===== src/rtl/mult_pkg.sv =====
// Shared FSM encoding and default widths for the product accumulator.
package mult_pkg;

    typedef enum logic {
        ST_ACCUM = 1'b0,
        ST_DONE  = 1'b1
    } state_t;

    localparam int unsigned DEF_PROD_W = 32;
    localparam int unsigned DEF_ACC_W  = 40;
    localparam int unsigned DEF_LEN    = 8;
    localparam int unsigned CNT_W      = 8;

endpackage


===== src/rtl/sat_adder.sv =====
// W-bit adder; with SAT set, a carry-out clamps the sum to all ones.
module sat_adder #(
    parameter int unsigned W   = 40,
    parameter bit          SAT = 1'b0
) (
    input  logic [W-1:0] a,
    input  logic [W-1:0] b,
    output logic [W-1:0] sum_c,
    output logic         clamped_c
);

    logic [W:0] full;

    assign full      = {1'b0, a} + {1'b0, b};
    assign clamped_c = SAT && full[W];
    assign sum_c     = clamped_c ? {W{1'b1}} : full[W-1:0];

endmodule


===== src/rtl/product_accumulator.sv =====
// Accumulates LEN products (or fewer on flush) into one result with a valid/ready handshake.
// Define PROD_ACC_SAT_EN to saturate the sum on carry-out and report overflow; otherwise it wraps.
module product_accumulator
    import mult_pkg::*;
#(
    parameter int unsigned PROD_W = DEF_PROD_W,
    parameter int unsigned ACC_W  = DEF_ACC_W,
    parameter int unsigned LEN    = DEF_LEN
) (
    input  logic              clk,
    input  logic              reset,
    input  logic [PROD_W-1:0] prod_in,
    input  logic              prod_valid,
    output logic              prod_ready,
    input  logic              flush,
    output logic [ACC_W-1:0]  acc_out,
    output logic              acc_valid,
    input  logic              acc_ready,
    output logic [CNT_W-1:0]  acc_count,
    output logic              overflow
);

`ifdef PROD_ACC_SAT_EN
    localparam bit SAT_EN = 1'b1;
`else
    localparam bit SAT_EN = 1'b0;
`endif

    state_t            state;
    logic [ACC_W-1:0]  sum;
    logic [ACC_W-1:0]  add_sum;
    logic [CNT_W-1:0]  count;
    logic [CNT_W-1:0]  next_count;
    logic              clamped;
    logic              accept;
    logic              close_sum;

    sat_adder #(
        .W   (ACC_W),
        .SAT (SAT_EN)
    ) u_sat_adder (
        .a         (sum),
        .b         (ACC_W'(prod_in)),
        .sum_c     (add_sum),
        .clamped_c (clamped)
    );

    // Close on the LEN-th accept, or on flush once at least one product is held.
    assign accept     = prod_valid && prod_ready;
    assign next_count = count + CNT_W'(accept);
    assign close_sum  = (accept && (next_count == CNT_W'(LEN))) ||
                        (flush && (next_count != '0));

    always_ff @(posedge clk) begin
        if (reset) begin
            state      <= ST_ACCUM;
            sum        <= '0;
            count      <= '0;
            overflow   <= 1'b0;
            prod_ready <= 1'b1;
            acc_valid  <= 1'b0;
        end else begin
            case (state)
                ST_ACCUM: begin
                    if (accept) begin
                        sum      <= add_sum;
                        count    <= next_count;
                        overflow <= overflow | clamped;
                    end
                    if (close_sum) begin
                        state      <= ST_DONE;
                        prod_ready <= 1'b0;
                        acc_valid  <= 1'b1;
                    end
                end
                ST_DONE: begin
                    if (acc_ready) begin
                        state      <= ST_ACCUM;
                        sum        <= '0;
                        count      <= '0;
                        overflow   <= 1'b0;
                        prod_ready <= 1'b1;
                        acc_valid  <= 1'b0;
                    end
                end
                default: begin
                    state      <= ST_ACCUM;
                    prod_ready <= 1'b1;
                    acc_valid  <= 1'b0;
                end
            endcase
        end
    end

    assign acc_out   = sum;
    assign acc_count = count;

endmodule


===== config.mk =====
export PLATFORM = sky130hd
export DESIGN_NAME = product_accumulator
export DESIGN_NICKNAME = d
export VERILOG_FILES = /design/src/rtl/mult_pkg.sv /design/src/rtl/sat_adder.sv /design/src/rtl/product_accumulator.sv
export SDC_FILE = /design/constraint.sdc
export NUM_CORES = 1
export LEC_CHECK = 0
export ABC_AREA = 1
export ABC_CLOCK_PERIOD_IN_PS = 6300
export BUFFER_PORTS_ARGS = -buffer_cell sky130_fd_sc_hd__clkbuf_2
export CORE_MARGIN = 3
export CORE_UTILIZATION = 55
export CTS_BUF_LIST = sky130_fd_sc_hd__clkbuf_8
export CTS_CLUSTER_DIAMETER = 120
export DETAILED_ROUTE_END_ITERATION = 10
export PLACE_DENSITY = 0.82
export SLEW_MARGIN = 40
export SYNTH_ARGS = -nofsm -noshare
export SYNTH_HDL_FRONTEND = slang
export SYNTH_HIERARCHICAL = 1
export SYNTH_SLANG_ARGS = --single-unit

===== constraint.sdc =====
create_clock -name clk -period 6.3 [get_ports clk]
set_clock_uncertainty 0.15 [all_clocks]
set_input_delay 0.945 -clock clk [delete_from_list [all_inputs] [get_ports clk]]
set_output_delay 0.945 -clock clk [all_outputs]
set_load 0.02 [all_outputs]

==> key figures, run 1 <==
Yosys
  • Seq cells post-synth: 52
  • Post-Synth Simple-Gate Area: 40.62%
  • Largest family of logic cells by synthesized area: simple AND/OR/NAND/NOR gates
  • Post-synthesis adder-cell area fraction: 10.71%
  • Area contributors post-synth: nand2_1 (28%), dfxtp_1 (21%), inv_1 (11%)
  • Post-synthesis cell type count: 29
  • Synthesized area per cell: 5.618 µm²
  • Seq/Total Area, Yosys: 20.92%
  • Mapped Area: 4977 µm²
  • Post-Synth XOR/XNOR Area: 4.399%
  • Cell taking the most area after synthesis: nand2_1
  • Yosys Warn Count: 6
  • Post-synthesis compound-gate area fraction: 10.66%
  • Multiplexer share of the synthesized area: 0%
  • Post-Syn Instances: between 800 and 900
  • Area share of the largest cell type after synthesis: 28.28%

Critical path
  • CP max FO: 5
  • Worst EP arrival: about 3000 ps
  • CP startpoint kind: input port
  • WP data required: 6390 ps
  • FF-to-FF path depth: 13
  • CP endpoint kind: register
  • Critical path class: input port to register

Clock network
  • Num CTS Buffers: 5
  • CTS sink cnt: 52
  • CTS root buf: clkbuf_8
  • Postcts setup bufs: 0
  • TritonCTS clock tree: yes
  • H-Tree Depth: 2
  • Clock Path Buffers: 2
  • Reg clk slew, reported paths: 120 ps
  • Post-CTS Resized: 0
  • Cts hold-fix bufs: 0
  • Worst-Skew Late Latency: 320 ps

Global route
  • Pin count of the biggest net entering global routing: a little over 50
  • Initial antenna violation count: 0
  • GRT Util Overall: 26.25%
  • GR Overflow Total: 0
  • First-pass GRT wire length: 21960 µm
  • Vias in the first global route: 4717

Place
  • GP Congestion: about 1
  • Final HPWL DP: approximately 10000 µm
  • Placement Cell Area: 5508 µm²
  • Port bufs: 87

STA
  • Final worst-path cycle share: 46.34%
  • Final Max Slew Viols: 0
  • Final count of hold timing violations: 0
  • RSZ-0062 raised after global routing: no
  • Setup TNS after final layout: 0 ps
  • Worst slew margin: 60.74%
  • Worst-Margin Slew: 588.9 ps
  • Minimum clock period: 2919 ps
  • Setup Viol. Count Final: 0
  • Achievable Freq: 0.3426 GHz

Final layout
  • Most frequent cells in the layout: nand2_1 (375), inv_1 (141), clkbuf_2 (87)
  • Design area: 5604 µm²
  • Fin nets: 1052
  • Commonest non-fill, non-tap cell in the layout: nand2_1
  • Share of layout cells above drive strength 1: 11.81%
  • Fill cells: 939
  • Area Overhead vs Synth: 12.59%
  • Antenna fix cells: 0

Floorplanning
  • Starting Density: 56.80%
  • Die Area: 10230 µm²
  • Die width: 101.1 µm
  • Rows: 34
  • Die Y-Extent: approximately 100 µm
  • Core box area: between 8000 and 9000 µm²
  • # IOs: 88

Pwr
  • Internal power: slightly below 0.7 mW
  • Comb power frac: 52.9%
  • Sequential group share of total power: 30.9%
  • Sw power: 0.6412 mW
  • Total chip power: 1.334 mW
  • PwrDens: ~240 nW/µm²
  • Net Sw Frac: between 40% and 50%
  • Clk network pwr share: 16.2%
  • Leak: 3.237 nW
  • Peak supply drop: 0.0001133 V

Detailed routing
  • Via count: 5511
  • Via-to-Cell Ratio: 5.093
  • WL final: approximately 13000 µm
  • Routed WL per cell: 12.44 µm
  • 1st-pass router iterations: 6
  • Initial DRC count: ~440
  • Drc violations: 0
  • Remaining antenna violation count: 0

Status
  • Status: completed

Worst hold path
  • Hold depth: 2
  • Tightest Hold Check Type: register to register

Job
  • # Max-Cap Violations: 0
==> flip-flops by register name (all words and copies together) (netlist names) <==
register / cells
overflow: 1
acc_valid: 1
acc_count: 8
prod_ready: 1
acc_out: 40
state: 1
==> cell usage after synthesis <==
cell and instances:
a31oi_1 4, buf_4 3, xnor2_1 8, nor2_1 59, nand2b_1 2, or2_2 1, clkbuf_1 6, ha_1 41
nand2_1 375, nor2_4 2, nor3b_1 1, inv_1 141, nor2_2 5, o21ai_0 16, nand4_1 1, nand3b_1 1
dfxtp_1 52, buf_6 1, buf_2 7, o21bai_1 2, nor3_1 11, nand3_2 4, inv_2 1, nand2_2 3
nand3_1 37, conb_1 2, fa_1 1, a21oi_1 82, xor2_1 17
==> per-layer routing <==
layer | track usage [%] | share of wire [%]
met1 | 40.29 | 49
met2 | 38.53 | 41
met3 | 3.512 | 8.4
met4 | 6.646 | 1.7
met5 | 0 | 0
==> cells by family after synthesis <==
family,count (synthesis)
AO/OA/AOI/OAI,104
XOR/XNOR,25
adder cells (fa/ha/maj),42
buffers and inverters,159
flip-flops,52
other,2
AND/OR/NAND/NOR,502
==> path summary, 6_finish.rpt <==
check	slack (ps)	to	start
hold / removal	330	acc_valid	acc_valid
hold reg to reg	330	acc_valid	acc_valid
setup reg to reg	3720	acc_out[32]	acc_out[0]
setup / recovery	3380	acc_out[32]	prod_in[0]
==> power by group through the flow <==
stage	sequential [mW]	combinational, mW	clock, mW
floorplan	0.468	0.466	0
global placement	0.420	0.685	0
detailed placement	0.421	0.689	0
CTS	0.413	0.694	0.221
global route	0.420	0.794	0.236
finish	0.413	0.706	0.216
==> layout make-up <==
| type | count | area, µm² | share of cell area, % |
|---|---|---|---|
| Multi-Input combinational cell | 682 | 3341 | 59.61 |
| Tap cell | 108 | 135.1 | 2.411 |
| Sequential cell | 52 | 1041 | 18.58 |
| Inverter | 142 | 533.0 | 9.511 |
| Clock buffer | 5 | 68.82 | 1.228 |
| Clock inverter | 3 | 27.53 | 0.4912 |
| Timing Repair Buffer | 90 | 457.9 | 8.171 |
==> metrics by stage <==
step           worst slack, ps  std cells  utilization [%]  hold WS [ps]
3_5_place_dp              3155       1074            62.85         321.7
5_1_grt                   3302       1082            63.95         353.2
6_report                  3381       1082            63.95         334.9
4_1_cts                   3495       1082            63.95         340.0
2_1_floorplan             3585        893                -         395.5
3_3_place_gp              3181       1074            62.85         315.2
==> worst max-delay path, stage by stage <==
cell and delay (ps):
clkbuf_2 80, ha_1 220, fa_1 470, nand3_1 100, nand3_1 190, nand2_1 110
nand3_1 130, nand2_1 120, nand2_1 130, nand2_1 120, nand3_1 80, nand2_1 80
nand2_1 50, a21oi_1 170
No activity file was read; power rests on OpenSTA's default activity.
==> run 2, diff against run 1 <==
--- a/config.mk
+++ b/config.mk
@@ -5,11 +5,11 @@
 export SDC_FILE = /design/constraint.sdc
 export NUM_CORES = 1
 export LEC_CHECK = 0
-export ABC_AREA = 1
-export ABC_CLOCK_PERIOD_IN_PS = 6300
+export ABC_AREA = 0
+export ABC_CLOCK_PERIOD_IN_PS = 2650
 export BUFFER_PORTS_ARGS = -buffer_cell sky130_fd_sc_hd__clkbuf_2
 export CORE_MARGIN = 3
-export CORE_UTILIZATION = 55
+export CORE_UTILIZATION = 51
 export CTS_BUF_LIST = sky130_fd_sc_hd__clkbuf_8
 export CTS_CLUSTER_DIAMETER = 120
 export DETAILED_ROUTE_END_ITERATION = 10
==> constraint.sdc (replaced) <==
create_clock -name clk -period 2.65 [get_ports clk]
set_clock_uncertainty 0.15 [all_clocks]
set_input_delay 0.3975 -clock clk [delete_from_list [all_inputs] [get_ports clk]]
set_output_delay 0.3975 -clock clk [all_outputs]
set_load 0.02 [all_outputs]
==> key figures, run 2 <==
STA
  • Achievable Freq: 0.3354 GHz
  • Minimum clock period: a little under 3000 ps
  • Final worst-path cycle share: 112.5%
  • Worst slew margin: 63.87%
  • Setup ws final: -331.5 ps
  • Worst-Margin Slew: about 540 ps
  • Setup Viol. Count Final: 21
  • Final count of hold timing violations: 0
  • RSZ-0062 raised after global routing: yes
  • Final Max Slew Viols: 0
  • Setup TNS after final layout: -2976 ps
  • Hold WS: between 300 and 400 ps

Final layout
  • Largest register FFs: 40
  • Multi-input logic area: 3234 µm²
  • Share of layout cells above drive strength 1: 39.67%
  • Area Overhead vs Synth: 42.18%
  • Design area: ~5800 µm²
  • Most frequent cells in the layout: buf_4 (95), clkbuf_2 (87), nor2_1 (66)
  • Fill cells: 493
  • FF+latch area: 1050 µm²
  • Fin nets: 751
  • Antenna fix cells: 0
  • Commonest non-fill, non-tap cell in the layout: buf_4

Yosys
  • Synth cell count leaders: nor2_1 (67), dfxtp_1 (52), a21oi_1 (44)
  • Dominant synthesized flop cell: dfxtp_1
  • Area share of the largest cell type after synthesis: 25.71%
  • Post-synthesis cell type count: 67
  • Seq cells post-synth: 52
  • Post-synth EDFFs: 0
  • Cell taking the most area after synthesis: dfxtp_1
  • Post-Syn Instances: 493
  • Mapped Area: slightly above 4000 µm²
  • Seq/Total Area, Yosys: between 20% and 30%
  • Area contributors post-synth: dfxtp_1 (26%), ha_1 (13%), a22oi_1 (8.0%)
  • Synthesized area per cell: 8.213 µm²
  • Yosys Warn Count: 6
  • Most numerous cell in the Yosys netlist: nor2_1
  • Synth async-reset ratio: 0%

Detailed routing
  • Remaining antenna violation count: 0
  • Initial DRC count: 190
  • Routed WL per cell: 16.11 µm
  • Via-to-Cell Ratio: 5.891
  • 1st-pass router iterations: 5
  • Drc violations: 0
  • WL final: 12440 µm
  • Via count: about 4500

Place
  • Placement Cell Area: 5255 µm²
  • GP Congestion: around 0.88
  • Port bufs: 87
  • Final HPWL DP: about 8800 µm

Worst hold path
  • Hold depth: 4
  • Tightest Hold Check Type: input port to register
  • Hold Path End: overflow
  • Worst Hold Launch: acc_ready

Clock network
  • CTS sink cnt: 52
  • Cts hold-fix bufs: 0
  • Clock Path Buffers: 2
  • CTS root buf: clkbuf_8
  • Worst-Skew Late Latency: 320 ps
  • H-Tree Depth: 2
  • TritonCTS clock tree: yes
  • Num CTS Buffers: 5
  • Reg clk slew, reported paths: between 100 and 150 ps

Floorplanning
  • Starting Density: 54.09%
  • Die Y-Extent: 95.10 µm
  • Die Area: 9044 µm²
  • Core box area: between 7000 and 8000 µm²
  • # IOs: 88
  • Die width: 95.10 µm
  • Rows: 31

Critical path
  • FF-to-FF path depth: 13
  • Worst-path cell chain: ha_4, a211oi_2, nor2_1, o31a_1, a41o_2, a31oi_4, o221ai_4, a2111oi_4, buf_4, buf_4, xnor2_1, a22oi_1, nor2_1
  • CP endpoint kind: register
  • Worst EP arrival: 3050 ps
  • Slowest stage delay, CP: 410 ps
  • WP buf/inv: 2
  • Worst reg2reg setup slack: -330 ps
  • Critical path class: register to register
  • RR Startpoint: acc_out[1]
  • WP data required: 2720 ps
  • Crit Reg-Reg Endpoint: acc_out[35]
  • Slowest CP cell: a2111oi_4
  • CP max FO: 3
  • CP startpoint kind: register
  • Worst path top cell family by delay: compound AO/OA/AOI/OAI gates

Status
  • Status: finished, violations left
  • Violated checks: negative setup slack

Global route
  • First-pass GRT wire length: about 20000 µm
  • Initial antenna violation count: 0
  • Vias in the first global route: 4483
  • GR Overflow Total: 0
  • Pin count of the biggest net entering global routing: 50
  • GRT Util Overall: 26.96%

Pwr
  • Peak supply drop: roughly 0.00043 V
  • PwrDens: about 850 nW/µm²
  • Leak: 2.823 nW

Job
  • # Max-Cap Violations: 0
==> run 2: tightest hold or removal path: stages <==
cell and delay (ps):
clkbuf_2 140, inv_1 70, a21oi_1 60, nor2_1 70
==> run 2: worst max path at each step <==
| stage | start | endpoint | slack (ps) | depth (start not counted) |
|---|---|---|---|---|
| after floorplan | acc_out[6] | acc_out[37] | -380 | 12 |
| after global placement | prod_in[0] | acc_out[36] | -630 | 13 |
| after detailed placement | prod_in[0] | acc_out[36] | -740 | 13 |
| after CTS | acc_out[1] | acc_out[37] | -290 | 12 |
| after global routing | acc_out[13] | acc_out[37] | -410 | 12 |
| final | acc_out[1] | acc_out[35] | -330 | 13 |
==> run 2: through the flow <==
stage          util [%]  instances  setup WS [ps]  total power [mW]
2_1_floorplan         -        500         -380.9             2.993
3_3_place_gp      70.20        751         -625.7             3.882
3_5_place_dp      70.20        751         -742.7             3.975
4_1_cts           75.08        768         -290.0             4.682
5_1_grt           76.90        772         -405.4             5.207
6_report          76.90        772         -331.5             4.886
==> run 2: power breakdown <==
group	switching, mW	internal [mW]
sequential	0.151	0.966
combinational	1.75	1.54
clock	0.298	0.189
==> run 2: metal layers <==
layer / GRT usage, % / share of wire [%]
met1: 31.28 / 41
met2: 48.45 / 51
met3: 4.657 / 5.7
met4: 11.30 / 3.0
met5: 0 / 0
==> run 2: repair_timing <==
item | CTS | global route
pin swaps | 30 | 23
resized for setup | 39 | 25
setup buffers | 10 | 5
setup endpoints to repair | 26 | 28
==> run 2: cells by family (layout without fill, tap and decap cells) <==
group | after synthesis | count (layout) | synth area share [%]
adder cells (fa/ha/maj) | 42 | 42 | 13.16
buffers and inverters | 34 | 207 | 3.739
other | 2 | 9 | 0.1855
XOR/XNOR | 38 | 38 | 8.406
flip-flops | 52 | 52 | 25.71
multiplexers | 1 | 1 | 0.2472
AND/OR/NAND/NOR | 145 | 145 | 17.80
AO/OA/AOI/OAI | 179 | 179 | 30.75
==> run 2: cell type report <==
type,count,share of cell area (%)
tap,99,2.152
sequential,52,18.24
multi-input combinational,414,56.18
clock buffer,5,1.195
clock inverter,3,0.3912
timing repair buffer,188,21.13
inverter,11,0.7172
==> run 3, diff against run 2 <==
--- a/config.mk
+++ b/config.mk
@@ -14,6 +14,7 @@
 export CTS_CLUSTER_DIAMETER = 120
 export DETAILED_ROUTE_END_ITERATION = 10
 export PLACE_DENSITY = 0.82
+export SKIP_CTS_REPAIR_TIMING = 1
 export SLEW_MARGIN = 40
 export SYNTH_ARGS = -nofsm -noshare
 export SYNTH_HDL_FRONTEND = slang
==> key figures, run 3 (synthesis results as in run 2) <==
Worst hold path
  • Tightest Hold Check Type: input port to register
  • Hold depth: 4

Detailed routing
  • Routed WL per cell: 16.01 µm
  • Drc violations: 0
  • Via count: between 4000 and 5000
  • WL final: 12310 µm
  • Via-to-Cell Ratio: 5.951
  • Remaining antenna violation count: 0
  • Initial DRC count: 222
  • 1st-pass router iterations: 5

Final layout
  • Largest register FFs: 40
  • Commonest non-fill, non-tap cell in the layout: buf_4
  • Multi-input logic area: 3204 µm²
  • FF+latch area: 1052 µm²
  • Fin nets: 748
  • Area Overhead vs Synth: 40.67%
  • Post-Layout Cell Count: between 700 and 800
  • Most frequent cells in the layout: buf_4 (95), clkbuf_2 (87), nor2_1 (66)
  • Share of layout cells above drive strength 1: 38.96%
  • Post-layout util: between 70% and 80%
  • Fill cells: 505
  • Antenna fix cells: 0

Critical path
  • Worst EP arrival: roughly 3100 ps
  • CP endpoint kind: register
  • FF-to-FF path depth: 12
  • CP startpoint kind: register
  • CP max FO: 3
  • Critical path class: register to register
  • WP data required: 2720 ps

Clock network
  • Reg clk slew, reported paths: 110 ps
  • CTS root buf: clkbuf_8
  • Clock Path Buffers: 2
  • Num CTS Buffers: 5
  • H-Tree Depth: 2
  • TritonCTS clock tree: yes
  • CTS sink cnt: 52
  • Worst-Skew Late Latency: 310 ps

Pwr
  • Net Sw Frac: 45.17%
  • Clk network pwr share: 10.0%
  • Sequential group share of total power: between 20% and 30%
  • Leak: approximately 2.8 nW
  • Sw power: 2.177 mW
  • Comb power frac: 66.8%
  • Peak supply drop: about 0.00046 V
  • PwrDens: 846.2 nW/µm²
  • Internal power: 2.642 mW

Floorplanning
  • Core box area: around 7500 µm²
  • Die Y-Extent: between 90 and 100 µm
  • Die Area: 9044 µm²
  • # IOs: 88
  • Die width: 95.10 µm
  • Starting Density: 54.09%
  • Rows: 31

STA
  • Hold WS: 307.0 ps
  • Final Max Slew Viols: 0
  • Achievable Freq: 0.3265 GHz
  • Setup ws final: -413.0 ps
  • Worst slew margin: 57.38%
  • Setup Viol. Count Final: 17
  • RSZ-0062 raised after global routing: yes
  • Setup TNS after final layout: -4155 ps
  • Worst-Margin Slew: 623.3 ps
  • Minimum clock period: 3063 ps
  • Final worst-path cycle share: 115.6%
  • Final count of hold timing violations: 0

Global route
  • Initial antenna violation count: 0
  • GR Overflow Total: 0
  • Vias in the first global route: 4297
  • GRT Util Overall: about a quarter
  • Layer with the highest usage: met2
  • Pin count of the biggest net entering global routing: 50
  • GRT met2 Usage: approximately 45%
  • GR Util met1: between 20 and 30%
  • First-pass GRT wire length: 18730 µm
  • Grt met3 use: between 4 and 5%

Place
  • Port bufs: 87
  • Pre-CTS WS: -742.7 ps
  • GP Congestion: ~0.88
  • Final HPWL DP: 8775 µm
  • Cells after DPL: 751

Job
  • # Max-Cap Violations: 0

Status
  • Violated checks: negative setup slack
  • Status: finished, violations left
-- run 3: cell types whose count changed in the layout (fill, tap and decap cells not counted), sizes merged --
cell  delta
buf      -3
-- run 3: layer usage --
metal | up-vias | part of all wire, %
met1 | 2173 | 40
met5 | - | 0
met3 | 37 | 5.8
met4 | 0 | 2.9
met2 | 200 | 51
li1 | 2166 | -
-- run 3: path summary, 6_finish.rpt --
kind                                  from  slack [ps]          end
worst max-delay path            acc_out[1]        -410  acc_out[37]
worst min-delay path             acc_ready         310     overflow
worst max register to register  acc_out[1]        -410  acc_out[37]
worst min register to register   acc_valid         360    acc_valid
-- run 3: cell type report --
cell class | count | share of cell area (%)
well taps | 99 | 2.175
clock inverters | 3 | 0.3954
inverters | 11 | 0.7250
flip-flops and latches | 52 | 18.48
clock buffers | 5 | 1.208
repair buffers | 185 | 20.76
multi-input cells | 414 | 56.26
-- run 3: stage by stage --
| step | cell area [µm²] | power [mW] |
|---|---|---|
| after floorplan | 4133 | 2.993 |
| after global routing | 5695 | 5.149 |
| final | 5695 | 4.819 |
| after detailed placement | 5255 | 3.975 |
| after CTS | 5346 | 4.476 |
| after global placement | 5255 | 3.882 |
-- run 3: power by group through the flow --
stage / logic [mW] / registers (mW) / clock network, mW
global placement: 2.77 / 1.11 / 0
finish: 3.22 / 1.12 / 0.482
detailed placement: 2.85 / 1.12 / 0
global route: 3.48 / 1.14 / 0.530
floorplan: 1.67 / 1.32 / 0
CTS: 2.87 / 1.11 / 0.497
-- run 3: critical path: stages (launching register included) --
cell	delay, ps
dfxtp_4	380
ha_4	250
a211oi_2	220
nor2_2	80
o31a_1	280
a41o_2	270
a31oi_4	190
o221ai_4	140
a2111oi_4	470
o21bai_1	150
xor2_1	160
a22oi_1	190
nor2_1	60
